$ cat src/rtl/color_lookup_arbiter.sv
// Shares the synchronous colour table between the pixel stream (absolute priority) and a debug readback port.
// Optional debug starvation monitor is enabled by defining COLOR_ARB_STARVE_EN.
module color_lookup_arbiter #(
  parameter int TBL_LAT      = 1,
  parameter int STARVE_LIMIT = 64
) (
  input  logic        clk,
  input  logic        reset,
  input  logic [1:0]  mode_in,
  input  logic        frame_start,
  input  logic        px_valid,
  input  logic [3:0]  px_lum,
  input  logic [3:0]  px_hue,
  input  logic        dbg_req,
  input  logic [1:0]  dbg_mode,
  input  logic [3:0]  dbg_lum,
  input  logic [3:0]  dbg_hue,
  output logic        dbg_gnt,
  output logic        dbg_rvalid,
  output logic [23:0] dbg_rdata,
  output logic        dbg_starve,
  output logic [3:0]  tbl_lum,
  output logic [3:0]  tbl_hue,
  output logic [1:0]  tbl_mode,
  input  logic [23:0] tbl_color,
  output logic        px_out_valid,
  output logic [23:0] px_color,
  output logic [1:0]  mode_active
);

  logic              issue_px;
  logic              issue_dbg;
  logic [1:0]        mode_act;
  logic [3:0]        lum_p0;
  logic [3:0]        hue_p0;
  logic [1:0]        mode_p0;
  logic [TBL_LAT:0]  px_tag_p;
  logic [TBL_LAT:0]  dbg_tag_p;
  logic              vld_px_p1;
  logic [23:0]       px_color_p1;
  logic              vld_dbg_p1;
  logic [23:0]       dbg_rdata_p1;
  logic              starve_q;

  assign issue_px  = px_valid & ~reset;
  assign issue_dbg = dbg_req & ~px_valid & ~reset;

  // Mode only changes at frame boundaries; reserved mode 3 falls back to NTSC.
  always_ff @(posedge clk) begin
    if (reset) begin
      mode_act <= 2'd0;
    end else if (frame_start) begin
      mode_act <= (mode_in == 2'd3) ? 2'd0 : mode_in;
    end
  end

  // Stage p0: table operand registers, held when nothing is issued
  always_ff @(posedge clk) begin
    if (reset) begin
      lum_p0  <= 4'd0;
      hue_p0  <= 4'd0;
      mode_p0 <= 2'd0;
    end else if (issue_px) begin
      lum_p0  <= px_lum;
      hue_p0  <= px_hue;
      mode_p0 <= mode_act;
    end else if (issue_dbg) begin
      lum_p0  <= dbg_lum;
      hue_p0  <= dbg_hue;
      mode_p0 <= dbg_mode;
    end
  end

  // Tag pipeline: tag[TBL_LAT] lines up with the table output for that lookup
  always_ff @(posedge clk) begin
    if (reset) begin
      px_tag_p  <= '0;
      dbg_tag_p <= '0;
    end else begin
      px_tag_p[0]  <= issue_px;
      dbg_tag_p[0] <= issue_dbg;
      for (int i = 1; i <= TBL_LAT; i++) begin
        px_tag_p[i]  <= px_tag_p[i-1];
        dbg_tag_p[i] <= dbg_tag_p[i-1];
      end
    end
  end

  // Stage p1: route table output to the pixel or debug result register
  always_ff @(posedge clk) begin
    if (reset) begin
      vld_px_p1    <= 1'b0;
      px_color_p1  <= 24'd0;
      vld_dbg_p1   <= 1'b0;
      dbg_rdata_p1 <= 24'd0;
    end else begin
      vld_px_p1   <= px_tag_p[TBL_LAT];
      px_color_p1 <= px_tag_p[TBL_LAT] ? tbl_color : 24'd0;
      vld_dbg_p1  <= dbg_tag_p[TBL_LAT];
      if (dbg_tag_p[TBL_LAT]) begin
        dbg_rdata_p1 <= tbl_color;
      end
    end
  end

`ifdef COLOR_ARB_STARVE_EN
  logic [15:0] wait_cnt;
  logic [15:0] wait_nxt;

  always_comb begin
    wait_nxt = 16'd0;
    if (dbg_req && !issue_dbg) begin
      wait_nxt = (wait_cnt == 16'hFFFF) ? wait_cnt : wait_cnt + 16'd1;
    end
  end

  always_ff @(posedge clk) begin
    if (reset) begin
      wait_cnt <= 16'd0;
      starve_q <= 1'b0;
    end else begin
      wait_cnt <= wait_nxt;
      starve_q <= (int'(wait_nxt) >= STARVE_LIMIT);
    end
  end
`else
  assign starve_q = 1'b0;
`endif

  // Outputs read zero for the whole time reset is held, including results already in flight.
  assign dbg_gnt      = issue_dbg;
  assign dbg_rvalid   = vld_dbg_p1 & ~reset;
  assign dbg_rdata    = reset ? 24'd0 : dbg_rdata_p1;
  assign dbg_starve   = starve_q & ~reset;
  assign tbl_lum      = reset ? 4'd0 : lum_p0;
  assign tbl_hue      = reset ? 4'd0 : hue_p0;
  assign tbl_mode     = reset ? 2'd0 : mode_p0;
  assign px_out_valid = vld_px_p1 & ~reset;
  assign px_color     = reset ? 24'd0 : px_color_p1;
  assign mode_active  = reset ? 2'd0 : mode_act;

endmodule

$ cat config.mk
export PLATFORM = sky130hd
export DESIGN_NAME = color_lookup_arbiter
export DESIGN_NICKNAME = d
export VERILOG_FILES = /design/src/rtl/color_lookup_arbiter.sv
export SDC_FILE = /design/constraint.sdc
export NUM_CORES = 1
export LEC_CHECK = 0
export CORE_ASPECT_RATIO = 0.8
export CORE_MARGIN = 3
export CORE_UTILIZATION = 44
export CTS_BUF_LIST = sky130_fd_sc_hd__clkbuf_2
export DETAILED_ROUTE_END_ITERATION = 8
export PLACE_DENSITY = 0.82
export REMOVE_ABC_BUFFERS = 1
export SYNTH_ARGS = -nofsm -noshare
export SYNTH_HDL_FRONTEND = slang
export SYNTH_SLANG_ARGS = --single-unit
$ cat constraint.sdc
create_clock -name clk -period 1.2 [get_ports clk]
set_input_delay 0.3 -clock clk [delete_from_list [all_inputs] [get_ports clk]]
set_output_delay 0.3 -clock clk [all_outputs]
set_load 0.02 [all_outputs]
# Yosys cells after proc, flatten, opt, wreduce, memory -nomap -nowiden
# Cells that the tools add are included.
dict set report classes {
  add_sub_neg 0
  multipliers 0
  n_div 0
  n_lt_le_gt_ge 0
  eq_ne 1
  n_shift 0
  n_mux 13
  bitwise 8
  reduce_logical 2
}
# op n
set op_table {}
lappend op_table {{2-to-1 mux 24 bit} 2}
lappend op_table {{2-to-1 mux 4 bit} 6}
lappend op_table {{2-to-1 mux 2 bit} 5}
lappend op_table {{bitwise AND 1 bit} 5}
lappend op_table {{NOT 1 bit} 3}
lappend op_table {{== test 2 bit (second input constant)} 1}
lappend op_table {{nonzero test 2 bit} 1}
lappend op_table {{OR reduction 2 bit} 1}
dict set report word_totals {
  regBits 66
  latch_bits 0
  ram_bits 0
  romBits 0
  in_bits 49
  out_inout_bits 64
  elab_cells 34
  mem_count 0
}

# Longest topological paths before layout
# Gate-level depths: netlist of run 1.
dict set report depth {
  depth_word 5
  mapped_depth 4
  mapped_depth_nobuf 2
}

# Least setup slack after synthesis of run 1
# Ideal clock, no wire load.
dict set report synth_timing {
  path_type {input to output}
  from {input port reset}
  to {output port dbg_gnt}
  arrival_time_ns 1.107
  t_required_ns 0.900
  slack_ns -0.207
  path_stages 3
  path_buffers 2
  cell_sequence {buf_4 buf_6 nor3b_1}
}
dict set report synth_between {
  elab_chain_len 2
}
# element line
set synth_lines {}
lappend synth_lines {{start, declared} 8} ;# input logic reset,
lappend synth_lines {{NOT 1 bit} 46} ;# assign issue_dbg = dbg_req & ~px_valid & ~reset;
lappend synth_lines {{bitwise AND 1 bit} 46}
lappend synth_lines {{end, declared} 18} ;# output logic dbg_gnt,
# Every way passes these cells.

# Worst setup path after layout of run 1
dict set report layout_timing {
  from {register vld_dbg_p1}
  to {output port dbg_rvalid}
}
dict set report layout_between {
  elab_chain_len 1
}
# element line
set layout_lines {}
lappend layout_lines {{start, declared} 41} ;# logic vld_dbg_p1;
lappend layout_lines {{start signal, assigned} 99} ;# vld_dbg_p1 <= dbg_tag_p[TBL_LAT];
lappend layout_lines {{bitwise AND 1 bit} 132} ;# assign dbg_rvalid = vld_dbg_p1 & ~reset;
lappend layout_lines {{end, declared} 19} ;# output logic dbg_rvalid,
# Every way passes these cells.

==> out/metrics.cfg, run 1 <==
[layout]
n_fill_cell = 390
finalNonFillerCells = 470
syn2layout_area_growth_pct = 62.4
diodes = 0
utilization_pct = 77.0
drive_above_1_share_pct = 49.0
nets = 437

[power]
cell_internal_pwr_mw = 3.08
power_switching_mw = 1.06
ir_drop_uv = 672
leakage_nw = 1.75
pwr-share-clk_pct = 29.1
p_seq_share_pct = 55.2
total_power_mw = 4.15
power_density_nw_per_um2 = 949
share_comb_of_total_power_pct = 15.6
switching_share_pct = 25.7

[synthesis]
avgSynthCellArea_um2 = 10.2
synth_top_area_share_pct = 49.1
synth.cell_area_um2 = 2690
syn_inst = 265
yosys_warnings = 0
synth.area.top_cells = dfxtp_1 49%, nor2b_1 17%, mux2i_1 13%, and2_1 5.6%, a211oi_2 3.7%
ys_types = 20
synth_top_area_cell = dfxtp_1
ys_ff_latch = 66
yosysSeqAreaShare_pct = 49.1

[setup_path]
crit_arrival_ps = 1110
cp_num_buf_inv = 1
cp.depth = 2
critPathMaxFanout = 1
crit_chain = nor2b_1 > buf_4
start_kind = flip-flop
cp.required_ps = 900
r2r_slack_ps = 190
critPathCaptureType = output port
worst_r2r_endpoint = dbg_rdata_p1[20]
slowest_stage = dfxtp_1
critPathMaxStageDelay_ps = 350
cp_top_family = flip-flops
reg2regPathDepth = 3
worst-setup-path-type = reg -> out
rr_startpoint = dbg_tag_p[1]

[sta]
relSlewSlack_pct = 66.5
finalSetupViolations = 62
worst_pin_slew_ps = 502
report.final.hold_viol_count = 0
holdWs_ps = 272
fin_ws_ps = -212
post-route-min-period_ps = 1410
clock_skew_ps = 10.0
rsz0062_at_grt = true
period_share_pct = 118
max_freq_mhz = 708
slew_violations = 0

[grt]
gr-usage-all-layers_pct = 18.0
grt.overflow.total = 0
grt_first_pass_wirelength_um = 10000
grt_start_max_net_pins = 38
first_global_vias = 2090
antenna_found_initial = 0

[clock_tree]
clkTransAtPathRegs_ps = 170
tritoncts = yes
clk_latency_ps = 480
numClockSinks = 66
numCtsBuffers = 9
cts.path.max_buffers = 2
h-tree-depth = 3
root_buffer = clkbuf_2
holdBufCountCts = 0

[placement]
dp_hpwl_um = 4500
port_buffers = 111
place.gp.congestion = 0.705
dp_cells = 450
dp_slack_ps = -686

[worst_hold_path]
hp-start = reset
hold_depth = 3
min_to = hue_p0[1]
hold_class = in -> reg

[route]
drc = 0
drt_iter0_markers = 84
ant_nets = 0
wire_per_inst_um = 13.8
dr.pass1.iters = 4
num_vias = 2169
via_per_inst = 4.61
drt_wl_total_um = 6470

[die]
start_util_pct = 47.4
fp.dieH_um = 75.9
num_io_pins = 113
die_w_um = 93.4
core_area_um2 = 5680
die_area_um2 = 7090
rows = 24

[outcome]
status = complete, but fails checks
violations = setup timing

[job]
maxCapViolations = 0

[cells by family after synthesis]
group	Yosys count	share of synthesized area, %
buffers and inverters	21	4.84
other	1	0.139
AND/OR/NAND/NOR	131	28.6
multiplexers	34	12.7
flip-flops	66	49.1
AO/OA/AOI/OAI	12	4.65
[layout make-up]
class | instances | area (um^2) | area share, %
Clock buffer | 9 | 45.0 | 1.03
Clock inverter | 6 | 58.8 | 1.35
Inverter | 1 | 3.75 | 0.0859
Multi-Input combinational cell | 178 | 1490 | 34.2
Sequential cell | 66 | 1380 | 31.6
Tap cell | 78 | 97.6 | 2.23
Timing Repair Buffer | 132 | 1290 | 29.6
[metal layers]
layer / share of wire, % / up-vias / GRT usage (%)
met2: 53 / 65 / 31.3
met3: 6.7 / 10 / 8.02
met4: 1.5 / 0 / 4.98
met5: 0 / - / 0
li1: - / 1089 / -
met1: 39 / 1005 / 19.8
[worst reg2reg max path, delay by kind of cell, from the launching register on]
family | cells | cell delay (ps)
buffers and inverters | 1 | 240
and+or+nand+nor | 1 | 60
muxes | 1 | 230
DFF | 1 | 390
[through the flow]
step	instance area (um^2)	setup TNS, ps
2_1_floorplan	2560	-6030
3_3_place_gp	3940	-33460
3_5_place_dp	3940	-33630
4_1_cts	4060	-14790
5_1_grt	4370	-18410
6_report	4370	-11390
[power groups by stage]
| stage | Sequential (mW) | Clock (mW) | Combinational (mW) |
|---|---|---|---|
| finish | 2.29 | 1.21 | 0.649 |
| global placement | 2.32 | 0 | 0.579 |
| floorplan | 2.33 | 0 | 0.204 |
| CTS | 2.29 | 1.25 | 0.603 |
| global route | 2.30 | 1.36 | 0.696 |
| detailed placement | 2.33 | 0 | 0.590 |
[synthesized netlist by cell type]
library cell / instances
a211oi_2: 8
clkbuf_1: 5
buf_4: 3
buf_2: 7
inv_1: 1
conb_1: 1
nor3b_2: 1
clkbuf_2: 1
a21oi_1: 2
nor2b_2: 1
nor2b_1: 75
dfxtp_1: 66
buf_6: 4
nor3b_1: 1
nand3b_1: 2
mux2i_1: 34
and2_1: 24
nand2b_1: 2
nor2_1: 25
a211oi_1: 2
[repair_timing]
action	CTS	global route
endpoints found under the setup margin	63	62
setup buffers	3	2
gates resized for setup	381	81
pin swaps	1	0
[worst max-delay path by stage]
| stage | end | slack, ps | start |
|---|---|---|---|
| after floorplan | dbg_rdata_p1[0] | -250 | dbg_tag_p[1] |
| after global placement | dbg_gnt | -660 | dbg_req |
| after detailed placement | dbg_gnt | -690 | dbg_req |
| after CTS | dbg_rdata[18] | -260 | dbg_rdata_p1[18] |
| after global routing | dbg_rdata[16] | -350 | dbg_rdata_p1[16] |
| final | dbg_rvalid | -210 | vld_dbg_p1 |
[registers in the layout (all words and copies together) (netlist names)]
name	count
dbg_rdata_p1	24
dbg_tag_p	2
hue_p0	4
lum_p0	4
mode_act	2
mode_p0	2
px_color_p1	24
px_tag_p	2
vld_dbg_p1	1
vld_px_p1	1
[layout by cell type (no fill, tap or decap)]
master           count
nor2b_4             32
nor3b_2              2
bufinv_16            1
dfxtp_2             46
inv_1                1
nor2_1              25
a21oi_1              2
conb_1               1
clkbuf_2             9
a211oi_1             2
dlygate4sd2_1        2
buf_4               45
and2_1              24
nor2b_2              5
clkinv_1             1
dfxtp_1             20
clkdlybuf4s50_1     45
nand2b_1             2
clkinvlp_4           2
mux2i_1             34
nor2b_1             39
nand3b_1             2
a211oi_2             8
clkinv_2             2
buf_6               36
buf_12               4
Note: power is estimated with default switching activity, not from simulation.
==> inputs of run 2 (changes only) <==
--- a/config.mk
+++ b/config.mk
@@ -5,6 +5,7 @@
 export SDC_FILE = /design/constraint.sdc
 export NUM_CORES = 1
 export LEC_CHECK = 0
+export ABC_CLOCK_PERIOD_IN_PS = 1200
 export CORE_ASPECT_RATIO = 0.8
 export CORE_MARGIN = 3
 export CORE_UTILIZATION = 44
@@ -12,6 +13,7 @@
 export DETAILED_ROUTE_END_ITERATION = 8
 export PLACE_DENSITY = 0.82
 export REMOVE_ABC_BUFFERS = 1
+export SETUP_SLACK_MARGIN = 0.5
 export SYNTH_ARGS = -nofsm -noshare
 export SYNTH_HDL_FRONTEND = slang
 export SYNTH_SLANG_ARGS = --single-unit
==> run 2 against run 1 <==
Net effect:
- sequential share of layout area is 1.7 points lower
- final area is 6.1% higher
- sequential power hardly changed
- clock-buffer cell count stayed put
- the flow still finishes with violations (setup timing)
- final cell count is 1.7% higher
- critical path type unchanged
- utilization is 4.7 points higher
==> out/metrics.cfg, run 2 (synthesis results as in run 1) <==
[outcome]
status = complete, but fails checks
violations = setup timing

[clock_tree]
holdBufCountCts = 0
clk_latency_ps = 480
clkTransAtPathRegs_ps = 190
root_buffer = clkbuf_2
cts.path.max_buffers = 2
numClockSinks = 66
numCtsBuffers = 9
tritoncts = yes
h-tree-depth = 3

[route]
dr.pass1.iters = 4
drc = 0
via_per_inst = 4.68
wire_per_inst_um = 14.9
drt_wl_total_um = 7130
num_vias = 2238
ant_nets = 0
drt_iter0_markers = 58

[sta]
report.final.hold_viol_count = 0
fin_ws_ps = -251
rsz0062_at_grt = true
post-route-min-period_ps = 1450
period_share_pct = 121
finalSetupViolations = 62
slew_violations = 0
max_freq_mhz = 689
clock_skew_ps = 11.6

[layout]
drive_above_1_share_pct = 54.8
finalNonFillerCells = 478
utilization_pct = 81.7
syn2layout_area_growth_pct = 72.4
diodes = 0
nets = 445
mostFrequentLayoutCell = buf_6
final_cell_mix = 48 x buf_6, 47 x dfxtp_2, 45 x clkdlybuf4s50_1
reg_top3 = dbg_rdata_p1: 24 flops, px_color_p1: 24 flops

[setup_path]
crit_arrival_ps = 1150
rr_startpoint = dbg_tag_p[1]
worstSetupStartpoint = dbg_rdata_p1[12]
critPathCaptureType = output port
critPathMaxFanout = 2
start_kind = flip-flop
cp.required_ps = 900
worst-setup-path-type = reg -> out

[placement]
dp_cells = 450
port_buffers = 111
dp_hpwl_um = 4500
place.gp.congestion = 0.705

[die]
start_util_pct = 47.4
rows = 24
die_area_um2 = 7090
core_area_um2 = 5680
die_w_um = 93.4
fp.dieH_um = 75.9
num_io_pins = 113

[grt]
gr-usage-all-layers_pct = 18.9
first_global_vias = 2165
grt_start_max_net_pins = 38
grt_first_pass_wirelength_um = 10500
antenna_found_initial = 0
grt.overflow.total = 0

[worst_hold_path]
hp-start = px_valid
hold_class = in -> reg

[power]
leakage_nw = 1.82
power_density_nw_per_um2 = 919
ir_drop_uv = 755

[job]
maxCapViolations = 0

-- run 2: cell count changes in the layout (fill, tap and decap cells not counted), sizes merged --
cell         change
clkinvlp         +1
buf             +10
inv              -1
dlygate4sd2      -2
-- run 2: power by group --
part | leakage (nW) | switching [mW] | internal (mW)
clock network | 0.0612 | 0.769 | 0.455
logic | 1.20 | 0.314 | 0.428
registers | 0.559 | 0.0311 | 2.26
-- run 2: per-stage QoR --
step	cell area (um^2)	power [mW]	TNS (ps)	setup slack, ps	hold slack [ps]
floorplan	2560	2.53	-6030	-247	365
global placement	3940	2.90	-33460	-661	430
detailed placement	3940	2.92	-33630	-686	428
CTS	4200	4.18	-14830	-264	113
global route	4640	4.47	-19220	-367	103
finish	4640	4.26	-12030	-251	166
-- run 2: final timing paths --
path,to,slack (ps),cells past startpoint
hold / removal,dbg_tag_p[0],170,3
setup reg to reg,dbg_rdata_p1[20],170,4
setup / recovery,dbg_rdata[12],-250,2
hold reg to reg,dbg_tag_p[1],450,1
-- run 2: repair_timing --
item,CTS,global route
setup endpoints to repair,125,124
setup buffers,6,6
gates resized for setup,406,106
pin swaps,7,14
gates cloned,1,0
-- run 2: metal layers --
layer	share of wire, %	vias up	wire length (um)	GRT usage (%)
met5	0	-	0	0
met4	1.2	0	86	5.42
met3	5.9	6	420	8.12
met2	53	68	3810	33.3
met1	39	1058	2810	20.4
li1	-	1106	-	-
-- run 2: cell type report --
cell class,count,area [um^2]
Multi-Input combinational cell,178,1570
Timing Repair Buffer,140,1480
Sequential cell,66,1380
Fill cell,342,1040
Tap cell,78,97.6
Clock inverter,6,58.8
Clock buffer,9,45.0
Inverter,1,7.51
-- run 2: worst max-delay path: stages (launching register included) --
cell	delay, ps
dfxtp_2	370
nor2b_4	160
buf_6	130
